$ cat config.mk
export PLATFORM = sky130hd
export DESIGN_NAME = ram_fifo_ctrl_flat
export DESIGN_NICKNAME = d
export VERILOG_FILES = /design/src/rtl/ram_fifo_ctrl_if.sv /design/src/rtl/ram_fifo_ctrl.sv /design/src/flat_wrapper.sv
export SDC_FILE = /design/constraint.sdc
export NUM_CORES = 1
export LEC_CHECK = 0
export CORE_UTILIZATION = 30
export DETAILED_ROUTE_END_ITERATION = 12
export HOLD_SLACK_MARGIN = 0.02
export PLACE_DENSITY = 0.51
export SLEW_MARGIN = 5
export SYNTH_ARGS = -nofsm -noshare
export SYNTH_HDL_FRONTEND = slang
export SYNTH_SLANG_ARGS = --single-unit
export TNS_END_PERCENT = 30
$ cat constraint.sdc
create_clock -name clk -period 11.54 [get_ports clk]
set_input_delay 1.731 -clock clk [delete_from_list [all_inputs] [get_ports clk]]
set_output_delay 1.731 -clock clk [all_outputs]
set_load 0.01 [all_outputs]
$ cat src/rtl/ram_fifo_ctrl_if.sv
// ---------------------------------------------------------------------------
// ram_fifo_ctrl_if
// One valid/ready stream with a data payload. ram_fifo_ctrl uses one instance
// for its write side and a second one for its read side.
//
// Signals:
//   valid : producer has a word on data
//   ready : consumer can take the word this cycle
//   data  : payload, WIDTH bits
//
// Modports:
//   master : drives valid/data, samples ready (the producing end)
//   slave  : samples valid/data, drives ready (the consuming end)
// ---------------------------------------------------------------------------
interface ram_fifo_ctrl_if #(
    parameter int WIDTH = 8
);
    logic             valid;
    logic             ready;
    logic [WIDTH-1:0] data;

    modport master (output valid, output data, input ready);
    modport slave  (input valid, input data, output ready);
endinterface

$ cat src/rtl/ram_fifo_ctrl.sv
// ---------------------------------------------------------------------------
// ram_fifo_ctrl
// Turns a simple dual-port RAM with a registered read (1-cycle read latency)
// into a streaming FIFO. The controller owns both RAM addresses, the write
// enable and the write data. A 2-entry output buffer hides the read latency,
// so both sides sustain one word per cycle once primed.
//
// Ports:
//   clk, rst_n        : clock (rising edge), asynchronous active-low reset
//   flush             : synchronous clear of all contents
//   s_if (slave)      : write stream  (s_valid / s_ready / s_data)
//   m_if (master)     : read stream   (m_valid / m_ready / m_data)
//   level             : entries held (RAM + in-flight read + output buffer)
//   ram_write_address : RAM write address (write pointer)
//   ram_read_address  : RAM read address (read pointer)
//   ram_input_data    : RAM write data
//   ram_write_enable  : RAM write enable
//   ram_output_data   : RAM read data, valid the cycle after the address
//   almost_full       : registered, level >= AF_THRESH (optional)
//
// Optional feature: define RAM_FIFO_ALMOST_FULL_EN to add the almost_full
// port, the AF_THRESH parameter and its comparator.
// ---------------------------------------------------------------------------
module ram_fifo_ctrl #(
    parameter int WIDTH     = 8,
    parameter int ADDR_BITS = 10
`ifdef RAM_FIFO_ALMOST_FULL_EN
    ,
    parameter int AF_THRESH = 2**ADDR_BITS - 4
`endif
) (
    input  logic                 clk,
    input  logic                 rst_n,
    input  logic                 flush,
    ram_fifo_ctrl_if.slave       s_if,
    ram_fifo_ctrl_if.master      m_if,
    output logic [ADDR_BITS+1:0] level,
    output logic [ADDR_BITS-1:0] ram_write_address,
    output logic [ADDR_BITS-1:0] ram_read_address,
    output logic [WIDTH-1:0]     ram_input_data,
    output logic                 ram_write_enable,
    input  logic [WIDTH-1:0]     ram_output_data
`ifdef RAM_FIFO_ALMOST_FULL_EN
    ,
    output logic                 almost_full
`endif
);

    localparam int DEPTH = 2**ADDR_BITS;
    localparam logic [ADDR_BITS:0] FULL_COUNT = (ADDR_BITS+1)'(DEPTH);

    logic [ADDR_BITS-1:0] wr_ptr, wr_ptr_nxt;
    logic [ADDR_BITS-1:0] rd_ptr, rd_ptr_nxt;
    logic [ADDR_BITS:0]   ram_count, ram_count_nxt;
    logic                 rd_pending, rd_pending_nxt;
    logic [1:0]           buf_count, buf_count_nxt;
    logic [WIDTH-1:0]     buf0, buf0_nxt;
    logic [WIDTH-1:0]     buf1, buf1_nxt;
    logic                 alive;
    logic                 accept;
    logic                 pop;
    logic                 issue;
    logic [1:0]           slots;

    // alive keeps s_ready low through reset and up to the first clock edge
    // after release.
    assign s_if.ready = alive & (ram_count != FULL_COUNT) & ~flush;
    assign accept     = s_if.valid & s_if.ready;

    // buf0 is always the head of the output buffer.
    assign m_if.valid = (buf_count != 2'd0);
    assign m_if.data  = buf0;
    assign pop        = m_if.valid & m_if.ready;

    // Output-side slots still claimed after this cycle: buffered words plus
    // the read in flight, minus the word leaving now. A read may only be
    // issued if its data will have somewhere to land.
    assign slots = buf_count + {1'b0, rd_pending} - {1'b0, pop};
    assign issue = ~flush & (ram_count != '0) & (slots < 2'd2);

    assign ram_write_enable  = accept;
    assign ram_input_data    = s_if.data;
    assign ram_write_address = wr_ptr;
    assign ram_read_address  = rd_ptr;

    assign level = (ADDR_BITS+2)'(ram_count) + (ADDR_BITS+2)'(rd_pending)
                 + (ADDR_BITS+2)'(buf_count);

    always_comb begin
        wr_ptr_nxt     = wr_ptr;
        rd_ptr_nxt     = rd_ptr;
        ram_count_nxt  = ram_count;
        rd_pending_nxt = issue;
        buf_count_nxt  = buf_count;
        buf0_nxt       = buf0;
        buf1_nxt       = buf1;
        if (flush) begin
            wr_ptr_nxt     = '0;
            rd_ptr_nxt     = '0;
            ram_count_nxt  = '0;
            rd_pending_nxt = 1'b0;
            buf_count_nxt  = 2'd0;
            buf0_nxt       = '0;
            buf1_nxt       = '0;
        end else begin
            // Pointers wrap naturally because DEPTH is a power of two.
            if (accept) wr_ptr_nxt = wr_ptr + 1'b1;
            if (issue)  rd_ptr_nxt = rd_ptr + 1'b1;
            case ({accept, issue})
                2'b10:   ram_count_nxt = ram_count + 1'b1;
                2'b01:   ram_count_nxt = ram_count - 1'b1;
                default: ram_count_nxt = ram_count;
            endcase
            // Returning RAM data lands behind whatever stays in the buffer.
            case ({rd_pending, pop})
                2'b01: begin
                    buf0_nxt      = buf1;
                    buf_count_nxt = buf_count - 1'b1;
                end
                2'b10: begin
                    if (buf_count == 2'd0) buf0_nxt = ram_output_data;
                    else                   buf1_nxt = ram_output_data;
                    buf_count_nxt = buf_count + 1'b1;
                end
                2'b11: begin
                    if (buf_count == 2'd1) begin
                        buf0_nxt = ram_output_data;
                    end else begin
                        buf0_nxt = buf1;
                        buf1_nxt = ram_output_data;
                    end
                end
                default: buf_count_nxt = buf_count;
            endcase
        end
    end

    always_ff @(posedge clk or negedge rst_n) begin
        if (!rst_n) begin
            wr_ptr     <= '0;
            rd_ptr     <= '0;
            ram_count  <= '0;
            rd_pending <= 1'b0;
            buf_count  <= 2'd0;
            buf0       <= '0;
            buf1       <= '0;
            alive      <= 1'b0;
        end else begin
            wr_ptr     <= wr_ptr_nxt;
            rd_ptr     <= rd_ptr_nxt;
            ram_count  <= ram_count_nxt;
            rd_pending <= rd_pending_nxt;
            buf_count  <= buf_count_nxt;
            buf0       <= buf0_nxt;
            buf1       <= buf1_nxt;
            alive      <= 1'b1;
        end
    end

`ifdef RAM_FIFO_ALMOST_FULL_EN
    localparam logic [ADDR_BITS+1:0] AF_LEVEL = (ADDR_BITS+2)'(AF_THRESH);

    logic [ADDR_BITS+1:0] level_nxt;

    // Registered from the next-state level so it lines up with level.
    assign level_nxt = (ADDR_BITS+2)'(ram_count_nxt) + (ADDR_BITS+2)'(rd_pending_nxt)
                     + (ADDR_BITS+2)'(buf_count_nxt);

    always_ff @(posedge clk or negedge rst_n) begin
        if (!rst_n)     almost_full <= 1'b0;
        else if (flush) almost_full <= 1'b0;
        else            almost_full <= (level_nxt >= AF_LEVEL);
    end
`endif

endmodule
$ cat src/flat_wrapper.sv
// flat-port wrapper written by rule: the top's interface ports become plain ports
module ram_fifo_ctrl_flat 
#(
    parameter int WIDTH     = 8,
    parameter int ADDR_BITS = 10

)
  (clk, rst_n, flush, level, ram_write_address, ram_read_address, ram_input_data, ram_write_enable, ram_output_data, s_if_valid, s_if_data, s_if_ready, m_if_valid, m_if_data, m_if_ready);
  ram_fifo_ctrl_if #(.WIDTH(WIDTH)) s_if_i ();
  ram_fifo_ctrl_if #(.WIDTH(WIDTH)) m_if_i ();
  input  logic clk;
  input  logic rst_n;
  input  logic flush;
  output logic [ADDR_BITS+1:0] level;
  output logic [ADDR_BITS-1:0] ram_write_address;
  output logic [ADDR_BITS-1:0] ram_read_address;
  output logic [WIDTH-1:0] ram_input_data;
  output logic ram_write_enable;
  input  logic [WIDTH-1:0] ram_output_data;
  input wire logic [$bits(s_if_i.valid)-1:0] s_if_valid;
  input wire logic [$bits(s_if_i.data)-1:0] s_if_data;
  output wire logic [$bits(s_if_i.ready)-1:0] s_if_ready;
  output wire logic [$bits(m_if_i.valid)-1:0] m_if_valid;
  output wire logic [$bits(m_if_i.data)-1:0] m_if_data;
  input wire logic [$bits(m_if_i.ready)-1:0] m_if_ready;
  assign s_if_i.valid = s_if_valid;
  assign s_if_i.data = s_if_data;
  assign s_if_ready = s_if_i.ready;
  assign m_if_valid = m_if_i.valid;
  assign m_if_data = m_if_i.data;
  assign m_if_i.ready = m_if_ready;
  ram_fifo_ctrl #(.WIDTH(WIDTH), .ADDR_BITS(ADDR_BITS)) u_core (.clk(clk), .rst_n(rst_n), .flush(flush), .s_if(s_if_i), .m_if(m_if_i), .level(level), .ram_write_address(ram_write_address), .ram_read_address(ram_read_address), .ram_input_data(ram_input_data), .ram_write_enable(ram_write_enable), .ram_output_data(ram_output_data));
endmodule
* Word-level counts from Yosys, hierarchy flattened
Index checks and enable logic that the tools add are counted.
** Word-level totals
- Flip-flop bits (word level) :: 51
- Output and inout bits :: 51
** Operators by class
- $add $sub $neg :: 10
- $lt $le $gt $ge :: 1
- Equal/unequal tests :: 10
- Mux-type cells :: 17
- Bitwise operators :: 7
- Reduce and logical (&&, ||, !) cells :: 11
** Operator list (count)
- 8-bit 2-to-1 mux :: 6
- 10-bit 2-to-1 mux :: 4
- 8-bit case mux with 3 select lines :: 1
- 11-bit case mux with 2 select lines :: 1
- 10-bit by 1-bit adder with 10-bit output, second input constant :: 2
- 8-bit case mux with 2 select lines :: 1
- 11-bit by 1-bit adder with 12-bit output :: 1
- 12-bit by 2-bit adder with 12-bit output :: 1
- 11-bit by 1-bit adder with 11-bit output, second input constant :: 1
- 11-bit 2-to-1 mux :: 1
- 11-bit inequality test, second input constant :: 1
- 11-bit nonzero test :: 1
- 11-bit by 1-bit subtractor with 11-bit output, second input constant :: 1
- 3-bit nonzero test :: 3
- 1-bit AND :: 6
- 2-bit by 1-bit == test with 1-bit output, second input constant :: 3
- 2-bit == test, second input constant :: 3
- 3-bit inequality test, second input constant :: 2
- 2-bit nonzero test :: 3
- 2-bit case mux with 2 select lines :: 1
- 4-bit nonzero test :: 1
- 3-bit by 2-bit inequality test with 1-bit output, second input constant :: 1
- 3-bit AND reduction :: 1
- 2-bit by 1-bit adder with 2-bit output :: 1
- other kinds (9) :: 9

* Logic depth before layout (Yosys ltp)
- Word-level depth :: 8
- Depth in mapped cells :: 18

* Worst setup path before layout
Ideal clock, no wire load.
- Path kind :: input-to-reg
- From :: input port m_if_ready
- To :: register u_core.ram_count[10]
- Setup time :: 0.125 ns
- Data arrival time :: 4.670 ns
- Required time :: 11.415 ns
- Path slack :: 6.744 ns
- Stages :: 16
- Cell sequence :: nor2b_1 inv_1 ha_1 nor2b_1 xnor2_1 nand2_1 nor2_8 nand2_1 inv_1 ha_1 nor2b_1 o2111ai_1 a31oi_1 o22ai_1 mux2i_1 mux2_4
** On the way
- Longest elaborated chain between the ends :: 7
** Ends and longest elaborated chain
- from (decl) :: line flat_wrapper.sv:25 : input wire logic [$bits(m_if_i.ready)-1:0] m_if_ready;
- 1-bit AND (*) :: line ram_fifo_ctrl.sv:73 : assign pop = m_if.valid & m_if.ready;
- 2-bit by 1-bit subtractor with 2-bit output (*) :: line ram_fifo_ctrl.sv:78 : assign slots = buf_count + {1'b0, rd_pending} - {1'b0, pop};
- 2-bit < comparator (*) :: line ram_fifo_ctrl.sv:79 : assign issue = ~flush & (ram_count != '0) & (slots < 2'd2);
- 1-bit AND (*) :: line ram_fifo_ctrl.sv:79
- 2-bit by 1-bit == test with 1-bit output or 2-bit == test (tied branches) :: line ram_fifo_ctrl.sv:109 : case ({accept, issue})
- 11-bit case mux with 2 select lines :: line ram_fifo_ctrl.sv:109
- 11-bit 2-to-1 mux :: line ram_fifo_ctrl.sv:97 : if (flush) begin
- to (signal assigned) :: line ram_fifo_ctrl.sv:151 : ram_count <= ram_count_nxt;
- to (decl) :: line ram_fifo_ctrl.sv:54 : logic [ADDR_BITS:0] ram_count, ram_count_nxt;
Mark *: on every way between the ends. The rest lies on a longest branch, timed or not.
A chain may end at the register's enable or synchronous reset.

* Worst setup path after layout
- From :: input port flush
- To :: output port ram_write_enable
** On the way
- Longest elaborated chain between the ends :: 3
** Ends and longest elaborated chain
- from (decl) :: line flat_wrapper.sv:13 : input logic flush;
- 1-bit inverter :: line ram_fifo_ctrl.sv:67 : assign s_if.ready = alive & (ram_count != FULL_COUNT) & ~flush;
- 1-bit AND :: line ram_fifo_ctrl.sv:67
- 1-bit AND :: line ram_fifo_ctrl.sv:68 : assign accept = s_if.valid & s_if.ready;
- to (decl) :: line flat_wrapper.sv:18 : output logic ram_write_enable;
No other way between the ends.

==> metrics.md <==
| Metric | Value |
|---|---|
| Run status | `finished, final reports clean` |
| Post-route cell area | `just over 4000 um^2` |
| Pre-antenna DRT Iters | `4` |
| Layout cells sized above 1 | `0.0551` |
| # diodes | `0` |
| Die X | `107 um` |
| Grt total ovfl | `0` |
| Max-slew violations | `0` |
| CTS Hold Bufs | `0` |
| Crit path capture | `ram_write_enable` |
| Skew final | `between 0.002 and 0.0025 ns` |
| Slew @ Worst Pin | `1.12 ns` |
| Hold_ws | `slightly above 0.5 ns` |
| #FFs+latches synth | `about 50` |
| CTS tree | `yes` |
| Period utilisation layout | `0.479` |
| Fin. Hold Viols | `0` |
| CP max FO | `just under 50` |
| IO buf count | `55` |
| Share of async-settable or async-resettable flops after synthesis | `1.00` |
| Post-CTS Setup Inserts | `0` |
| Comb pwr share | `0.581` |
| Sequential share of power | `0.268` |
| Placer congestion estimate | `slightly above 0.8` |
| Final core utilization | `0.386` |
| DIE AREA | `approximately 11000 um^2` |
| Syn Area/Cell | `9.43 um^2` |
| CP startpoint kind | `input port` |
| RR Startpoint | `u_core.buf_count[1]$_DFFE_PN0P_` |
| Post-synth top flop | `dfrtp_1` |
| Final setup fails | `0` |
| RSZ-0062 raised after global routing | `no` |
| Sequential share of the synthesized area | `0.388` |
| Worst-case clock buffer depth | `2` |
| Min-Delay Path Class | `reg2reg` |
| Synth top area cells | `dfrtp_1 (39%), ha_1 (6.5%), nor2_1 (6.0%)` |
| Leak | `roughly 1.8 nW` |
| Crit path required time | `between 9 and 10 ns` |
| Via count | `approximately 2700` |
| Syn nets | `390` |
| Crit path DAT | `roughly 3.8 ns` |
| Yosys top cell area share | `0.388` |
| Synth Cell Area | `about 3300 um^2` |
| Flop2flop setup slack | `around 7.3 ns` |
| Synthesis warning total | `0` |
| CP endpoint kind | `output pin` |
| Setup TNS | `0 ns` |
| Die H | `107 um` |
| Initial antenna violation count | `0` |
| DR vias/cell | `4.98` |
| Tmin final | `around 5.5 ns` |
| Fmax | `approximately 180 MHz` |
| CORE AREA | `roughly 10000 um^2` |
| H-tree depth | `2` |
| Reg-to-reg critical path endpoint | `u_core.ram_count[10]$_DFFE_PN0P_` |
| Total Routed Length | `roughly 7800 um` |
| Starting Density | `0.315` |
| Slew Limit Headroom | `0.257` |
| Number of nets in the layout | `439` |
| Int Pwr | `0.000556 W` |
| EDFF count, synth | `0` |
| Switching part of the total | `0.433` |
| Psw | `between 0.0004 and 0.0005 W` |
| Num CTS Buffers | `5` |
| Top Ports | `72` |
| Gr usage total | `0.150` |
| DRT iter0 DRCs | `80` |
| Synth area leader | `dfrtp_1` |
| Clk_lat worst skew | `0.31 ns` |
| Area growth syn-to-layout | `22.8%` |
| Worst IR Drop VDD | `a little under 80 uV` |
| Post-route ant nets | `0` |
| Gate Count Post-Synth | `~350` |
| R2R depth | `18` |
| CTS resizes | `0` |
| Placed inst area | `3910 um^2` |
| Clock transition at the registers of the reported paths | `~0.090 ns` |
| Clock network power share | `0.151` |
| DR WL/cell | `approximately 15 um` |
| CTS Sinks | `between 50 and 60` |
| Setup crit start | `flush` |
| Synth unique cells | `55` |
| Max Cap Violations | `0` |
| Power density over the cells | `243 nW/um^2` |
| Largest net degree at the start of global routing | `52` |
| Rows | `37` |
| DRC Markers | `0` |
| Setup CP Type | `in2out` |
| Vias in the first global route | `around 2800` |
| CTS root buf | `clkbuf_8` |
| First-pass GRT wire length | `roughly 14000 um` |
| HPWL Detailed | `5580 um` |
## cell type report
class,instances,area [um^2]
inverter,17,71.3
timing repair buffer,57,561
clock inverter,2,60.1
sequential,51,1280
tap,136,170
multi-input combinational,266,1830
fill,1096,6420
clock buffer,6,72.6
## cell families (layout without fill, tap and decap cells)
logic type / Yosys count / in the layout / share of synthesized area
AO/OA/AOI/OAI: 63 / 63 / 0.130
adder cells (fa/ha/maj): 20 / 20 / 0.0829
AND/OR/NAND/NOR: 135 / 135 / 0.204
other: 1 / 1 / 0.00114
buffers and inverters: 32 / 82 / 0.0559
XOR/XNOR: 33 / 33 / 0.0935
multiplexers: 14 / 14 / 0.0445
flip-flops: 51 / 51 / 0.388
## worst min path at each step
stage | startpoint | endpoint | cells past startpoint
finish | u_core.ram_write_address[8]$_DFFE_PN0P_ | u_core.ram_write_address[8]$_DFFE_PN0P_ | 1
global route | u_core.m_if.data[0]$_DFFE_PN0P_ | u_core.m_if.data[0]$_DFFE_PN0P_ | 2
CTS | u_core.ram_write_address[8]$_DFFE_PN0P_ | u_core.ram_write_address[8]$_DFFE_PN0P_ | 1
detailed placement | u_core.ram_write_address[8]$_DFFE_PN0P_ | u_core.ram_write_address[8]$_DFFE_PN0P_ | 1
global placement | u_core.m_if.data[1]$_DFFE_PN0P_ | u_core.m_if.data[1]$_DFFE_PN0P_ | 2
floorplan | u_core.buf1[0]$_DFFE_PN0P_ | u_core.buf1[0]$_DFFE_PN0P_ | 2
## layout by cell type, fill, tap and decap left out, types with 2 or more instances in the layout
| cell | count |
|---|---|
| a21oi_1 | 14 |
| nand2b_1 | 2 |
| clkbuf_8 | 5 |
| nand4b_1 | 2 |
| o22ai_1 | 4 |
| inv_1 | 16 |
| xor2_1 | 14 |
| dfrtp_1 | 51 |
| o21ai_0 | 3 |
| fa_1 | 3 |
| nand4_1 | 11 |
| and3_1 | 3 |
| ha_1 | 17 |
| nand3_1 | 13 |
| or3_1 | 2 |
| nor2b_1 | 4 |
| nor3_1 | 4 |
| buf_4 | 2 |
| clkdlybuf4s50_1 | 54 |
| and4_1 | 2 |
| nor3b_1 | 2 |
| nand2_1 | 28 |
| o21ai_1 | 7 |
| xnor2_1 | 18 |
| mux2i_1 | 12 |
| nor2_1 | 53 |
| bufinv_16 | 2 |
| a22oi_1 | 13 |
| o21a_1 | 2 |
| o211ai_1 | 4 |
| a21o_1 | 3 |
| nor4_2 | 2 |
| a211oi_1 | 3 |
## power groups by stage
stage | logic (W) | registers (W) | clock network, W
2_1_floorplan | 0.000427 | 0.000258 | 0
3_3_place_gp | 0.000562 | 0.000265 | 0
3_5_place_dp | 0.000571 | 0.000267 | 0
4_1_cts | 0.000573 | 0.000263 | 0.000154
5_1_grt | 0.000646 | 0.000270 | 0.000159
6_report | 0.000569 | 0.000263 | 0.000148
## registers in the layout (all words and copies together) (netlist names)
signal,count
u_core.ram_count,11
u_core.ram_read_address,10
u_core.ram_write_address,10
u_core.buf1,8
u_core.m_if.data,8
u_core.buf_count,2
u_core.alive,1
u_core.rd_pending,1
## Yosys cell counts, types with 2 or more instances
cell / n
nor3_1: 4
mux2i_1: 12
nand2b_1: 2
or3_1: 2
o22ai_1: 4
nand2_1: 28
a211oi_1: 3
o21ai_0: 3
nor4_2: 2
and4_1: 2
a21o_1: 3
xnor2_1: 18
a22oi_1: 13
nand3_1: 13
dfrtp_1: 51
fa_1: 3
o21a_1: 2
buf_6: 2
a21oi_1: 14
ha_1: 17
nand4_1: 11
o211ai_1: 4
o21ai_1: 7
nand4b_1: 2
nor3b_1: 2
buf_4: 8
nor2b_1: 4
and3_1: 3
inv_1: 16
clkbuf_1: 4
xor2_1: 14
nor2_1: 53
## metal layers
metal | track usage | up-vias | wire length, um
li1 | - | 1320 | -
met1 | 0.204 | 1271 | 3820
met2 | 0.236 | 61 | 3520
met3 | 0.0292 | 13 | 350
met4 | 0.0519 | 0 | 137
met5 | 0 | - | 0
## metrics by stage
stage | instances | total power (W) | setup WS [ns]
CTS | 535 | 0.000990 | 6.00
floorplan | 349 | 0.000685 | 6.74
global placement | 527 | 0.000827 | 5.92
global route | 535 | 0.00107 | 5.69
finish | 535 | 0.000980 | 6.01
detailed placement | 527 | 0.000838 | 5.84
## worst max-delay path, cell delays in order
cell	delay (ns)
clkdlybuf4s50_1	0.40
buf_4	0.29
nand2b_1	0.23
a41oi_2	0.31
nand2_4	0.15
inv_8	0.13
clkdlybuf4s50_1	0.54
Note: power is estimated with default switching activity, not from simulation.
==> edit 1 (same flow settings) <==
`WIDTH` is set to 8 in 3 places; all go to 6.
--- a/src/rtl/ram_fifo_ctrl_if.sv
+++ b/src/rtl/ram_fifo_ctrl_if.sv
@@ -13,7 +13,7 @@
 //   slave  : samples valid/data, drives ready (the consuming end)
 // ---------------------------------------------------------------------------
 interface ram_fifo_ctrl_if #(
-    parameter int WIDTH = 8
+    parameter int WIDTH = 6
 );
     logic             valid;
     logic             ready;
--- a/src/rtl/ram_fifo_ctrl.sv
+++ b/src/rtl/ram_fifo_ctrl.sv
@@ -22,7 +22,7 @@
 // port, the AF_THRESH parameter and its comparator.
 // ---------------------------------------------------------------------------
 module ram_fifo_ctrl #(
-    parameter int WIDTH     = 8,
+    parameter int WIDTH     = 6,
     parameter int ADDR_BITS = 10
 `ifdef RAM_FIFO_ALMOST_FULL_EN
     ,
--- a/src/flat_wrapper.sv
+++ b/src/flat_wrapper.sv
@@ -1,7 +1,7 @@
 // flat-port wrapper written by rule: the top's interface ports become plain ports
 module ram_fifo_ctrl_flat 
 #(
-    parameter int WIDTH     = 8,
+    parameter int WIDTH     = 6,
     parameter int ADDR_BITS = 10
 
 )
Interface: changed (resized m_if_data, ram_input_data, ram_output_data and s_if_data); port bits go from 72 to 64. No check against the original RTL was run, so the function may have changed too.
==> edit 1 against the original RTL <==
  * Clock power fell by 33%
  * Register-to-register slack got worse by 0.07 ns
  * Power down 14%
  * Sequential cell count down 4
  * Sequential power decreased by 9.9%
  * Wire length is 13% lower
  * Worst setup slack better by 0.081 ns
  * Via count is 8.6% lower
  * Sequential share of layout area down 0.15 points
  * Area after synthesis decreased by 6.3%
  * Final area decreased by 7.4%
==> edit 1: results (changes against the original RTL) <==
<table>
<tr><th>Metric</th><th>Value</th></tr>
<tr><th colspan="2">Outcome</th></tr>
<tr><td>Result of the run</td><td>complete, no violations (unchanged)</td></tr>
<tr><th colspan="2">Layout</th></tr>
<tr><td>Net count reported at finish</td><td>418 (was 439)</td></tr>
<tr><td>Sequential portion of the cell area</td><td>31.43% (was 31.58%)</td></tr>
<tr><td>Count of filler cells inserted in the layout</td><td>1022 (was 1096)</td></tr>
<tr><td>Area share of buffers outside the clock network</td><td>13.91% (was 13.87%)</td></tr>
<tr><th colspan="2">Placed design</th></tr>
<tr><td>Total placed instance area</td><td>3657 sq um (was 3909 sq um)</td></tr>
<tr><td>Number of I/O port buffers</td><td>51 (was 55)</td></tr>
<tr><th colspan="2">Setup path</th></tr>
<tr><td>R2r setup slk</td><td>7.21 ns (was 7.28 ns)</td></tr>
<tr><td>Number of cells on the worst reg-to-reg path</td><td>17 (was 18)</td></tr>
<tr><td>Slowest-stage cell, CP</td><td>sky130_fd_sc_hd__nor3_4 (was sky130_fd_sc_hd__clkdlybuf4s50_1)</td></tr>
<tr><td>Slowest cell delay on critical path</td><td>0.51 ns (was 0.54 ns)</td></tr>
<tr><td>Launching element of the worst setup path</td><td>m_if_ready (was flush)</td></tr>
<tr><th colspan="2">Synth</th></tr>
<tr><td>Syn nets</td><td>374 (was 390)</td></tr>
<tr><td>Unique cell type count in the Yosys netlist</td><td>53 (was 55)</td></tr>
<tr><th colspan="2">Routing</th></tr>
<tr><td>Overall routed net length</td><td>6774 um (was 7827 um)</td></tr>
<tr><th colspan="2">Worst hold path</th></tr>
<tr><td>Hold path endpoint</td><td>u_core.ram_write_address[9] (was u_core.ram_write_address[8])</td></tr>
<tr><th colspan="2">Power</th></tr>
<tr><td>Leakage Power</td><td>1.634 nW (was 1.775 nW)</td></tr>
<tr><td>Net Sw Frac</td><td>44.44% (was 43.32%)</td></tr>
<tr><td>Power attributed to combinational cells</td><td>0.503 mW (was 0.569 mW)</td></tr>
<tr><th colspan="2">GRT</th></tr>
<tr><td>Met2 Usage GRT</td><td>22.72% (was 23.59%)</td></tr>
<tr><td>Global-route wire length before repair</td><td>11500 um (was 13750 um)</td></tr>
<tr><td>Met1 track utilization from global routing</td><td>19.27% (was 20.41%)</td></tr>
<tr><td>Maximum number of pins on one net before global-route repair</td><td>48 (was 52)</td></tr>
<tr><th colspan="2">Timing</th></tr>
<tr><td>Final Hold Slack</td><td>0.5094 ns (was 0.5188 ns)</td></tr>
<tr><td>Worst setup skew after layout</td><td>0.007966 ns (was 0.002174 ns)</td></tr>
</table>
[edit 1: cell count changes in the layout (fill, tap and decap cells not counted), moves of 3 or more]
cell / delta
sky130_fd_sc_hd__a21oi_1: +6
sky130_fd_sc_hd__clkdlybuf4s50_1: -4
sky130_fd_sc_hd__nand3_1: -6
sky130_fd_sc_hd__o21ai_0: +13
sky130_fd_sc_hd__nor2_1: -5
sky130_fd_sc_hd__dfrtp_1: -4
sky130_fd_sc_hd__a22oi_1: -7
sky130_fd_sc_hd__nand4_1: -4
sky130_fd_sc_hd__o21a_1: +3
sky130_fd_sc_hd__xor2_1: -4
[edit 1: kinds of logic after synthesis]
logic type / after synthesis / share of synthesized area (%)
AOI/OAI and AO/OA: 74 / 14.93
xor gates and xnor gates: 28 / 8.560
adders and majority gates: 20 / 8.844
buffers and inverters: 32 / 5.719
DFF: 47 / 38.13
muxes: 12 / 3.976
other: 1 / 0.1216
and+or+nand+nor: 123 / 19.72
==> edit 2 (same flow settings) <==
Without the edit above. `buf0` and `buf1` no longer have a reset.
--- a/src/rtl/ram_fifo_ctrl.sv
+++ b/src/rtl/ram_fifo_ctrl.sv
@@ -142,8 +142,6 @@
             ram_count  <= '0;
             rd_pending <= 1'b0;
             buf_count  <= 2'd0;
-            buf0       <= '0;
-            buf1       <= '0;
             alive      <= 1'b0;
         end else begin
             wr_ptr     <= wr_ptr_nxt;
@@ -151,10 +149,13 @@
             ram_count  <= ram_count_nxt;
             rd_pending <= rd_pending_nxt;
             buf_count  <= buf_count_nxt;
-            buf0       <= buf0_nxt;
-            buf1       <= buf1_nxt;
             alive      <= 1'b1;
         end
+    end
+
+    always_ff @(posedge clk) begin
+        buf0 <= buf0_nxt;
+        buf1 <= buf1_nxt;
     end
 
 `ifdef RAM_FIFO_ALMOST_FULL_EN
Function: differs if rst_n is asserted again (counterexample within 10 cycles, from zero or initial values and one cycle with rst_n low); with rst_n held inactive, the same outputs for 10 cycles.
==> edit 2 against the original RTL <==
  * Sequential cell count did not move
  * Count of clock-buffer cells in the layout did not move
  * Clock power fell by 24%
  * Final area fell by 4.4%
  * Area after synthesis fell by 4.2%
  * Power fell by 2.6%
  * Global-route usage fell by 1.6 points
  * Worst setup slack improved by 0.25 ns
  * Combinational power barely moved
  * Wire length fell by 10%
  * Maximum frequency rose by 4.7%
  * Critical path type is now input pin to register
  * Largest cell class unchanged
  * Highest routed layer unchanged
==> edit 2: results (changes against the original RTL) <==
<table>
<tr><th>Metric</th><th>Value</th></tr>
<tr><th colspan="2">Synth</th></tr>
<tr><td>Seq/Total Area, Yosys</td><td>37.95% (was 38.78%)</td></tr>
<tr><td>Unique cell type count in the Yosys netlist</td><td>50 (was 55)</td></tr>
<tr><td>Synth area leaders</td><td>sky130_fd_sc_hd__dfrtp_1, sky130_fd_sc_hd__dfxtp_1, sky130_fd_sc_hd__mux2i_1 (was sky130_fd_sc_hd__dfrtp_1, sky130_fd_sc_hd__ha_1, sky130_fd_sc_hd__nor2_1)</td></tr>
<tr><td>Mux share of post-synthesis cell area</td><td>7.701% (was 4.449%)</td></tr>
<tr><th colspan="2">Timing</th></tr>
<tr><td>Final Hold Slack</td><td>0.4985 ns (was 0.5188 ns)</td></tr>
<tr><td>Worst setup skew after layout</td><td>0.009460 ns (was 0.002174 ns)</td></tr>
<tr><td>Worst Max-Slew Pin Slew</td><td>0.9204 ns (was 1.115 ns)</td></tr>
<tr><th colspan="2">Layout</th></tr>
<tr><td>Layout cells sized above 1</td><td>4.427% (was 5.514%)</td></tr>
<tr><th colspan="2">Worst hold path</th></tr>
<tr><td>Number of stages on the worst hold path</td><td>2 (was 1)</td></tr>
<tr><td>Hold path endpoint</td><td>u_core.m_if.data[1] (was u_core.ram_write_address[8])</td></tr>
<tr><td>Startpoint of the lowest-slack hold path</td><td>u_core.m_if.data[1] (was u_core.ram_write_address[8])</td></tr>
<tr><th colspan="2">GRT</th></tr>
<tr><td>Total GRT Usage</td><td>13.35% (was 14.96%)</td></tr>
<tr><td>Global-route met3 utilization</td><td>2.757% (was 2.918%)</td></tr>
<tr><td>Via count of the first global-routing pass</td><td>2429 (was 2774)</td></tr>
<tr><td>Met1 track utilization from global routing</td><td>18.72% (was 20.41%)</td></tr>
<tr><td>Met2 Usage GRT</td><td>20.34% (was 23.59%)</td></tr>
<tr><th colspan="2">Routing</th></tr>
<tr><td>WL/cell</td><td>13.54 um (was 14.63 um)</td></tr>
<tr><td>Via count</td><td>2528 (was 2665)</td></tr>
<tr><th colspan="2">Setup path</th></tr>
<tr><td>Cell family with most CP delay</td><td>compound AO/OA/AOI/OAI gates (was buffers and inverters)</td></tr>
<tr><td>Endpoint arrival time on the critical path</td><td>5.48 ns (was 3.79 ns)</td></tr>
<tr><td>R2r setup slk</td><td>7.35 ns (was 7.28 ns)</td></tr>
<tr><th colspan="2">Outcome</th></tr>
<tr><td>Result of the run</td><td>complete, no violations (unchanged)</td></tr>
<tr><th colspan="2">Power</th></tr>
<tr><td>Clock group power</td><td>0.113 mW (was 0.148 mW)</td></tr>
<tr><th colspan="2">Placed design</th></tr>
<tr><td>Pre-CTS setup slack</td><td>5.976 ns (was 5.838 ns)</td></tr>
<tr><td>Total placed instance area</td><td>3767 sq um (was 3909 sq um)</td></tr>
</table>
==> edit 2: changes by cell type after synthesis, sizes merged, moves of 10 or more <==
cell,delta
nand2,-15
a22oi,-12
mux2i,+10
dfrtp,-16
dfxtp,+16
nor3,+11
==> edit 2: worst max-delay path by stage <==
| stage | slack [ns] | to | cells past startpoint |
|---|---|---|---|
| 5_1_grt | 5.90 | u_core.ram_count[10] | 16 |
| 3_5_place_dp | 5.98 | u_core.ram_count[10] | 16 |
| 2_1_floorplan | 6.74 | u_core.ram_count[10] | 15 |
| 6_report | 6.26 | u_core.ram_count[10] | 16 |
| 3_3_place_gp | 6.06 | u_core.ram_count[10] | 15 |
| 4_1_cts | 6.27 | u_core.ram_count[10] | 16 |
==> edit 2: layout make-up <==
type / instances / area (sq um)
Sequential cell: 51 / 1196
Timing Repair Buffer: 57 / 560.5
Inverter: 16 / 60.06
Clock inverter: 2 / 15.01
Multi-Input combinational cell: 252 / 1780
Tap cell: 136 / 170.2
Fill cell: 1055 / 6412
Clock buffer: 6 / 82.58
